File: src/rtl/round_referee_if.sv
// Play-field signals shared between the game state machine / bike logic (master)
// and the round referee (slave).
interface round_referee_if #(
  parameter int SCORE_W = 3
);
  logic [2:0]         Game_State;
  logic               frame_tick;
  logic               Blue_Crash;
  logic               Red_Crash;
  logic               Reset_Round;
  logic               Blue_W;
  logic               Red_W;
  logic               freeze;
  logic [SCORE_W-1:0] blue_score;
  logic [SCORE_W-1:0] red_score;
  logic [1:0]         round_result;

  modport master (
    output Game_State, frame_tick, Blue_Crash, Red_Crash,
    input  Reset_Round, Blue_W, Red_W, freeze, blue_score, red_score, round_result
  );

  modport slave (
    input  Game_State, frame_tick, Blue_Crash, Red_Crash,
    output Reset_Round, Blue_W, Red_W, freeze, blue_score, red_score, round_result
  );
endinterface

File: src/rtl/round_referee.sv
// Round referee: scores crashes during a round, freezes the bikes for a few frames,
// then tells the game state machine whether the round or the whole match is over.
module round_referee #(
  parameter int WIN_SCORE   = 3,
  parameter int SCORE_W     = 3,
  parameter int HOLD_FRAMES = 60
) (
  input  logic Clk,
  input  logic Reset,
  input  logic Reset_Game,
  round_referee_if.slave bus
);

  typedef enum logic [2:0] {IDLE, PLAY, HOLD, ROUND_END, MATCH_END} state_t;

  localparam int                 CNT_W     = (HOLD_FRAMES < 1) ? 1 : $clog2(HOLD_FRAMES + 1);
  localparam logic [CNT_W-1:0]   HOLD_LOAD = CNT_W'(HOLD_FRAMES);
  localparam logic [SCORE_W-1:0] SCORE_MAX = '1;
  localparam logic [SCORE_W-1:0] WIN       = SCORE_W'(WIN_SCORE);
  localparam logic [2:0]         GS_MENU   = 3'd0;
  localparam logic [2:0]         GS_PLAY   = 3'd2;

  state_t             state_q, state_d;
  logic [CNT_W-1:0]   cnt_q, cnt_d;
  logic [SCORE_W-1:0] blue_q, blue_d, red_q, red_d;
  logic [1:0]         result_q, result_d;
  logic               reset_round_q, reset_round_d;
  logic               blue_w_q, blue_w_d;
  logic               red_w_q, red_w_d;
  logic               freeze_q, freeze_d;

  logic playing, menu, any_crash, match_won;

  assign playing   = (bus.Game_State == GS_PLAY);
  assign menu      = (bus.Game_State == GS_MENU);
  assign any_crash = bus.Blue_Crash | bus.Red_Crash;
  assign match_won = (blue_q == WIN) || (red_q == WIN);

  // State, datapath and registered outputs.
  always_ff @(posedge Clk) begin
    // NOTE: sequential state uses non-blocking assignments so every register
    // samples the pre-edge values regardless of statement order.
    if (Reset || Reset_Game) begin
      state_q       <= IDLE;
      cnt_q         <= '0;
      blue_q        <= '0;
      red_q         <= '0;
      result_q      <= 2'b00;
      reset_round_q <= 1'b0;
      blue_w_q      <= 1'b0;
      red_w_q       <= 1'b0;
      freeze_q      <= 1'b0;
    end else begin
      state_q       <= state_d;
      cnt_q         <= cnt_d;
      blue_q        <= blue_d;
      red_q         <= red_d;
      result_q      <= result_d;
      reset_round_q <= reset_round_d;
      blue_w_q      <= blue_w_d;
      red_w_q       <= red_w_d;
      freeze_q      <= freeze_d;
    end
  end

  // Next-state and score/counter update.
  always_comb begin
    // NOTE: every variable gets a default before the case so no path can
    // leave it unassigned and infer a latch.
    state_d  = state_q;
    cnt_d    = cnt_q;
    blue_d   = blue_q;
    red_d    = red_q;
    result_d = result_q;

    if (menu) begin
      state_d  = IDLE;
      blue_d   = '0;
      red_d    = '0;
      result_d = 2'b00;
    end else begin
      unique case (state_q)
        IDLE: begin
          if (playing) state_d = PLAY;
        end
        PLAY: begin
          if (any_crash) begin
            // Loading the counter here means a tick on the crash cycle is not counted.
            cnt_d   = HOLD_LOAD;
            state_d = HOLD;
            unique case ({bus.Blue_Crash, bus.Red_Crash})
              2'b11: result_d = 2'b11;
              2'b10: begin
                result_d = 2'b10;
                if (red_q != SCORE_MAX) red_d = red_q + 1'b1;
              end
              default: begin
                result_d = 2'b01;
                if (blue_q != SCORE_MAX) blue_d = blue_q + 1'b1;
              end
            endcase
          end else if (!playing) begin
            state_d = IDLE;
          end
        end
        HOLD: begin
          if (!playing)              state_d = IDLE;
          else if (cnt_q == '0)      state_d = match_won ? MATCH_END : ROUND_END;
          else if (bus.frame_tick)   cnt_d   = cnt_q - 1'b1;
        end
        ROUND_END, MATCH_END: begin
          if (!playing) state_d = IDLE;
        end
        default: state_d = IDLE;
      endcase
    end
  end

  // Outputs are decoded from the upcoming state and registered with it.
  always_comb begin
    freeze_d      = 1'b1;
    reset_round_d = 1'b0;
    blue_w_d      = 1'b0;
    red_w_d       = 1'b0;
    unique case (state_d)
      IDLE:      freeze_d      = !playing;
      PLAY:      freeze_d      = 1'b0;
      HOLD:      freeze_d      = 1'b1;
      ROUND_END: reset_round_d = 1'b1;
      MATCH_END: begin
        blue_w_d = (blue_d == WIN);
        red_w_d  = (blue_d != WIN);
      end
      default:   freeze_d      = 1'b1;
    endcase
  end

  assign bus.Reset_Round  = reset_round_q;
  assign bus.Blue_W       = blue_w_q;
  assign bus.Red_W        = red_w_q;
  assign bus.freeze       = freeze_q;
  assign bus.blue_score   = blue_q;
  assign bus.red_score    = red_q;
  assign bus.round_result = result_q;

endmodule

File: src/flat_wrapper.sv
// flat-port wrapper written by rule: the top's interface ports become plain ports
module round_referee_flat 
#(
  parameter int WIN_SCORE   = 3,
  parameter int SCORE_W     = 3,
  parameter int HOLD_FRAMES = 60
)
  (Clk, Reset, Reset_Game, bus_Game_State, bus_frame_tick, bus_Blue_Crash, bus_Red_Crash, bus_Reset_Round, bus_Blue_W, bus_Red_W, bus_freeze, bus_blue_score, bus_red_score, bus_round_result);
  round_referee_if #(.SCORE_W(SCORE_W)) bus_i ();
  input  logic Clk;
  input  logic Reset;
  input  logic Reset_Game;
  input wire logic [$bits(bus_i.Game_State)-1:0] bus_Game_State;
  input wire logic [$bits(bus_i.frame_tick)-1:0] bus_frame_tick;
  input wire logic [$bits(bus_i.Blue_Crash)-1:0] bus_Blue_Crash;
  input wire logic [$bits(bus_i.Red_Crash)-1:0] bus_Red_Crash;
  output wire logic [$bits(bus_i.Reset_Round)-1:0] bus_Reset_Round;
  output wire logic [$bits(bus_i.Blue_W)-1:0] bus_Blue_W;
  output wire logic [$bits(bus_i.Red_W)-1:0] bus_Red_W;
  output wire logic [$bits(bus_i.freeze)-1:0] bus_freeze;
  output wire logic [$bits(bus_i.blue_score)-1:0] bus_blue_score;
  output wire logic [$bits(bus_i.red_score)-1:0] bus_red_score;
  output wire logic [$bits(bus_i.round_result)-1:0] bus_round_result;
  assign bus_i.Game_State = bus_Game_State;
  assign bus_i.frame_tick = bus_frame_tick;
  assign bus_i.Blue_Crash = bus_Blue_Crash;
  assign bus_i.Red_Crash = bus_Red_Crash;
  assign bus_Reset_Round = bus_i.Reset_Round;
  assign bus_Blue_W = bus_i.Blue_W;
  assign bus_Red_W = bus_i.Red_W;
  assign bus_freeze = bus_i.freeze;
  assign bus_blue_score = bus_i.blue_score;
  assign bus_red_score = bus_i.red_score;
  assign bus_round_result = bus_i.round_result;
  round_referee #(.WIN_SCORE(WIN_SCORE), .SCORE_W(SCORE_W), .HOLD_FRAMES(HOLD_FRAMES)) u_core (.Clk(Clk), .Reset(Reset), .Reset_Game(Reset_Game), .bus(bus_i));
endmodule
File: config.mk
export PLATFORM = sky130hd
export DESIGN_NAME = round_referee_flat
export DESIGN_NICKNAME = d
export VERILOG_FILES = /design/src/rtl/round_referee_if.sv /design/src/rtl/round_referee.sv /design/src/flat_wrapper.sv
export SDC_FILE = /design/constraint.sdc
export NUM_CORES = 1
export LEC_CHECK = 0
export ABC_AREA = 1
export CAP_MARGIN = 20
export CORE_MARGIN = 1
export CORE_UTILIZATION = 49
export CTS_CLUSTER_DIAMETER = 60
export CTS_CLUSTER_SIZE = 40
export DETAILED_ROUTE_END_ITERATION = 12
export PLACE_DENSITY = 0.84
export RECOVER_POWER = 50
export SYNTH_ARGS = -nofsm -noshare
export SYNTH_HDL_FRONTEND = slang
export SYNTH_SLANG_ARGS = --single-unit
File: constraint.sdc
create_clock -name Clk -period 1.9 [get_ports Clk]
set_input_delay 0.38 -clock Clk [delete_from_list [all_inputs] [get_ports Clk]]
set_output_delay 0.38 -clock Clk [all_outputs]
set_load 0.03 [all_outputs]
==> flow_summary_export.csv <==
group,metric,value,unit
power_and_ir_drop,total_leakage_power,0.0006644,uW
power_and_ir_drop,peakVddDrop,0.3808,mV
worst_setup_path,crit_path_category,"flop to output port",
timing,fin_crit,1.802,ns
timing,tns,0,ns
routing,post_drt_wl_per_cell,11.85,um
timing,finalCritPeriodShare,94.83,%
clock_network,cts_tree,"done",
routing,ant_nets,0,
logic_synthesis,netlist.area_leader.share,34.64,%
clock_network,clock_insertion_delay_worst_skew,0.31,ns
worst_setup_path,r2r-end,"u_core.cnt_q[1]",
cells_and_area,drive_gt1_share,10.45,%
die,core_region_area,0.002276,sq mm
timing,fmax,555.0,MHz
placed_design,numPlacedInstances,225,
worst_setup_path,worst_ep_arrival_time,1.42,ns
worst_setup_path,slowest_delay,0.70,ns
timing,grt_setup_unrepaired,"false",
logic_synthesis,synthDistinctLibCells,24,
grt,grt_first_pass_wirelength,4671,um
grt,grt_remaining_overflow,0,
clock_network,post_cts_hold_buffer_count,0,
logic_synthesis,syn_inst,177,
clock_network,htreeDepth,1,
clock_network,numCtsBuffers,3,
die,die_x,51.77,um
worst_setup_path,cpMaxStageDelayCell,"sky130_fd_sc_hd__clkdlybuf4s50_1",
min_path,worst_hold_path.endpoint,"u_core.bus.round_result[0]",
worst_setup_path,reg2reg_depth,8,
timing,final_worst_hold_slack,0.4809,ns
worst_setup_path,worstPathBufferInverterCount,1,
routing,post-route-drc-count,0,
job,max_cap_viol_count,0,
worst_setup_path,crit_cells,1,
die,initial_core_util,53.33,%
timing,timing.max_slew.rel_slack,72.05,%
die,fp.dieArea,0.002680,sq mm
routing,drt-vias-per-instance,5.183,
placed_design,io_buffer_count,20,
grt,via_count_of_the_first_global_routing_pass,1152,
worst_setup_path,worstReg2RegStart,"u_core.cnt_q[0]",
logic_synthesis,synth-warning-count,0,
min_path,hold_depth,2,
worst_setup_path,timing.critical_path.to_type,"output port",
timing,worst_clock_skew,0.004177,ns
timing,drv_slew,0,
routing,finalWirelength,2714,um
status,status,"finished, final reports clean",
worst_setup_path,timing.reg2reg.setup_slack,0.24,ns
routing,via_count,1187,
worst_setup_path,cpLargestDelayFamily,"buffers and inverters",
cells_and_area,design.final.nets,217,
grt,grt_antenna_before_repair,0,
worst_setup_path,crit_required,1.52,ns
min_path,worstHoldStart,"u_core.bus.round_result[0]",
clock_network,cts_repair_resize_count,0,
routing,drt_pre_antenna_iters,4,
cells_and_area,antenna_cells,0,
cells_and_area,area.growth.synth_to_final,19.79,%
timing,hold_violations,0,
min_path,min_path_type,"flop to flop",
clock_network,post-cts-setup-buffer-count,0,
logic_synthesis,post-synth-top-area-cell,"sky130_fd_sc_hd__dfxtp_1",
die,ios,21,
logic_synthesis,synthesis.area_per_instance,6.857,sq um
clock_network,path_clk_slew,0.12,ns
clock_network,clockRootBuffer,"sky130_fd_sc_hd__clkbuf_4",
routing,drt_first_iter_violations,38,
clock_network,cts_sinks,21,
timing,timing_worst_slew_pin_value,0.4161,ns
grt,grt_max_degree,13,
worst_setup_path,crit_path_max_fanout,4,
cells_and_area,stdcell_count,229,
logic_synthesis,synthTopCellsByArea,"sky130_fd_sc_hd__dfxtp_1 35%, sky130_fd_sc_hd__nand2_1 10%, sky130_fd_sc_hd__nor2_1 9.0%",
die,core.rowCount,17,
clock_network,ctsLongestPathBuffers,2,
placed_design,finalWeightedCongestion,0.9269,
grt,grt_resource_usage_total,23.36,%
placed_design,place_hpwl,2126,um
worst_setup_path,startpoint_type,"flop",
worst_setup_path,series_of_cell_instances_along_the_critical_path,"clkdlybuf4s50_1",
die,floorplan.die.height,51.77,um
timing,setup-violations-final,0,
logic_synthesis,synth_sequential_area_ratio,34.64,%
logic_synthesis,postSynthNetCount,192,
logic_synthesis,synthesis.area,0.001214,sq mm
logic_synthesis,ys_seq_elements,21,
power_and_ir_drop,p_per_area,504.0,mW/mm^2
==> worst max-delay path by stage <==
stage / from / end / slack, ns
finish: u_core.bus.blue_score[2] / bus_blue_score[2] / 0.1
global route: u_core.bus.blue_score[2] / bus_blue_score[2] / 0.05
CTS: u_core.bus.blue_score[2] / bus_blue_score[2] / 0.09
detailed placement: bus_Game_State[1] / u_core.bus.Blue_W / 0.15
global placement: Reset_Game / u_core.bus.Red_W / 0.18
floorplan: u_core.bus.red_score[0] / u_core.bus.freeze / 0.46
==> report_power, final <==
part / internal [uW] / switching (uW) / total (uW) / leakage [uW]
Sequential: 443 / 2.35 / 446 / 0.000169
Combinational: 30.3 / 39.3 / 69.6 / 0.000477
Clock: 78.7 / 139 / 218 / 0.0000177
==> cell families after synthesis <==
kind of cell,Yosys count,synth area share (%)
simple gates,100,40.51
buf+inv,32,9.999
flops,21,34.64
compound gates,16,7.216
fa+ha+maj,6,6.185
xor+xnor,2,1.444
==> metal layers <==
layer	track usage, %	vias up	part of all wire, %
li1	-	603	-
met5	0	-	0
met3	2.924	9	3.3
met2	45.89	33	51
met4	9.910	0	2.2
met1	24.36	542	43
==> synth_stat cells <==
cell                       instances
sky130_fd_sc_hd__dfxtp_1          21
sky130_fd_sc_hd__nand4_1           1
sky130_fd_sc_hd__o21ai_2           1
sky130_fd_sc_hd__ha_1              6
sky130_fd_sc_hd__xor2_1            1
sky130_fd_sc_hd__o21ai_0           1
sky130_fd_sc_hd__nand3_2           1
sky130_fd_sc_hd__o21ai_1           2
sky130_fd_sc_hd__inv_2             4
sky130_fd_sc_hd__a21oi_1          11
sky130_fd_sc_hd__nand3_4           2
sky130_fd_sc_hd__clkinv_2          1
sky130_fd_sc_hd__inv_1            27
sky130_fd_sc_hd__nand3_1          17
sky130_fd_sc_hd__xnor2_1           1
sky130_fd_sc_hd__a21oi_2           1
sky130_fd_sc_hd__nand2_1          33
sky130_fd_sc_hd__nand3b_1          4
sky130_fd_sc_hd__nand2_2           3
sky130_fd_sc_hd__nor3_1            3
sky130_fd_sc_hd__nor2_1           29
sky130_fd_sc_hd__nand2_4           1
sky130_fd_sc_hd__nor2_2            4
sky130_fd_sc_hd__nor2_4            2
==> registers in the layout (all words and copies together), names as in the netlist, 2 cells and up <==
register / flops
u_core.bus.red_score: 3
u_core.bus.round_result: 2
u_core.state_q: 3
u_core.bus.blue_score: 3
u_core.cnt_q: 6
==> through the flow <==
| step | util, % | setup WS, ns | cell area, sq um | total power, uW |
|---|---|---|---|---|
| finish | 63.88 | 0.09824 | 1454 | 732.8 |
| global route | 63.88 | 0.05430 | 1454 | 764.2 |
| CTS | 64.87 | 0.09269 | 1476 | 739.8 |
| detailed placement | 63.66 | 0.1478 | 1449 | 526.4 |
| global placement | 63.66 | 0.1784 | 1449 | 524.3 |
| floorplan | - | 0.4604 | 1214 | 495.1 |
==> cell type report <==
cell class	instances	area, sq um
fillers	187	822.0
multi-input cells	124	649.4
flip-flops and latches	21	420.4
repair buffers	20	200.2
inverters	32	121.4
well taps	28	35.03
clock buffers	3	22.52
clock inverters	1	5.005
==> cells in the final DEF, fill, tap and decap left out, drive strengths merged <==
cell type and n:
a21oi 12, clkbuf 3, clkdlybuf4s50 19, clkinv 2
dfxtp 21, dlygate4sd3 1, ha 6, inv 31
nand2 37, nand3 20, nand3b 4, nand4 1
nor2 35, nor3 3, o21ai 4, xnor2 1
xor2 1
==> worst register-to-register path, cell delays in order (launching register included) <==
cell and delay (ns):
sky130_fd_sc_hd__dfxtp_1 0.37, sky130_fd_sc_hd__inv_1 0.12, sky130_fd_sc_hd__ha_1 0.21, sky130_fd_sc_hd__nand3_1 0.13
sky130_fd_sc_hd__nand2_1 0.07, sky130_fd_sc_hd__nand2_1 0.15, sky130_fd_sc_hd__nand3_1 0.25, sky130_fd_sc_hd__o21ai_1 0.21
sky130_fd_sc_hd__nor2_1 0.05
No activity file was read; power rests on OpenSTA's default activity.
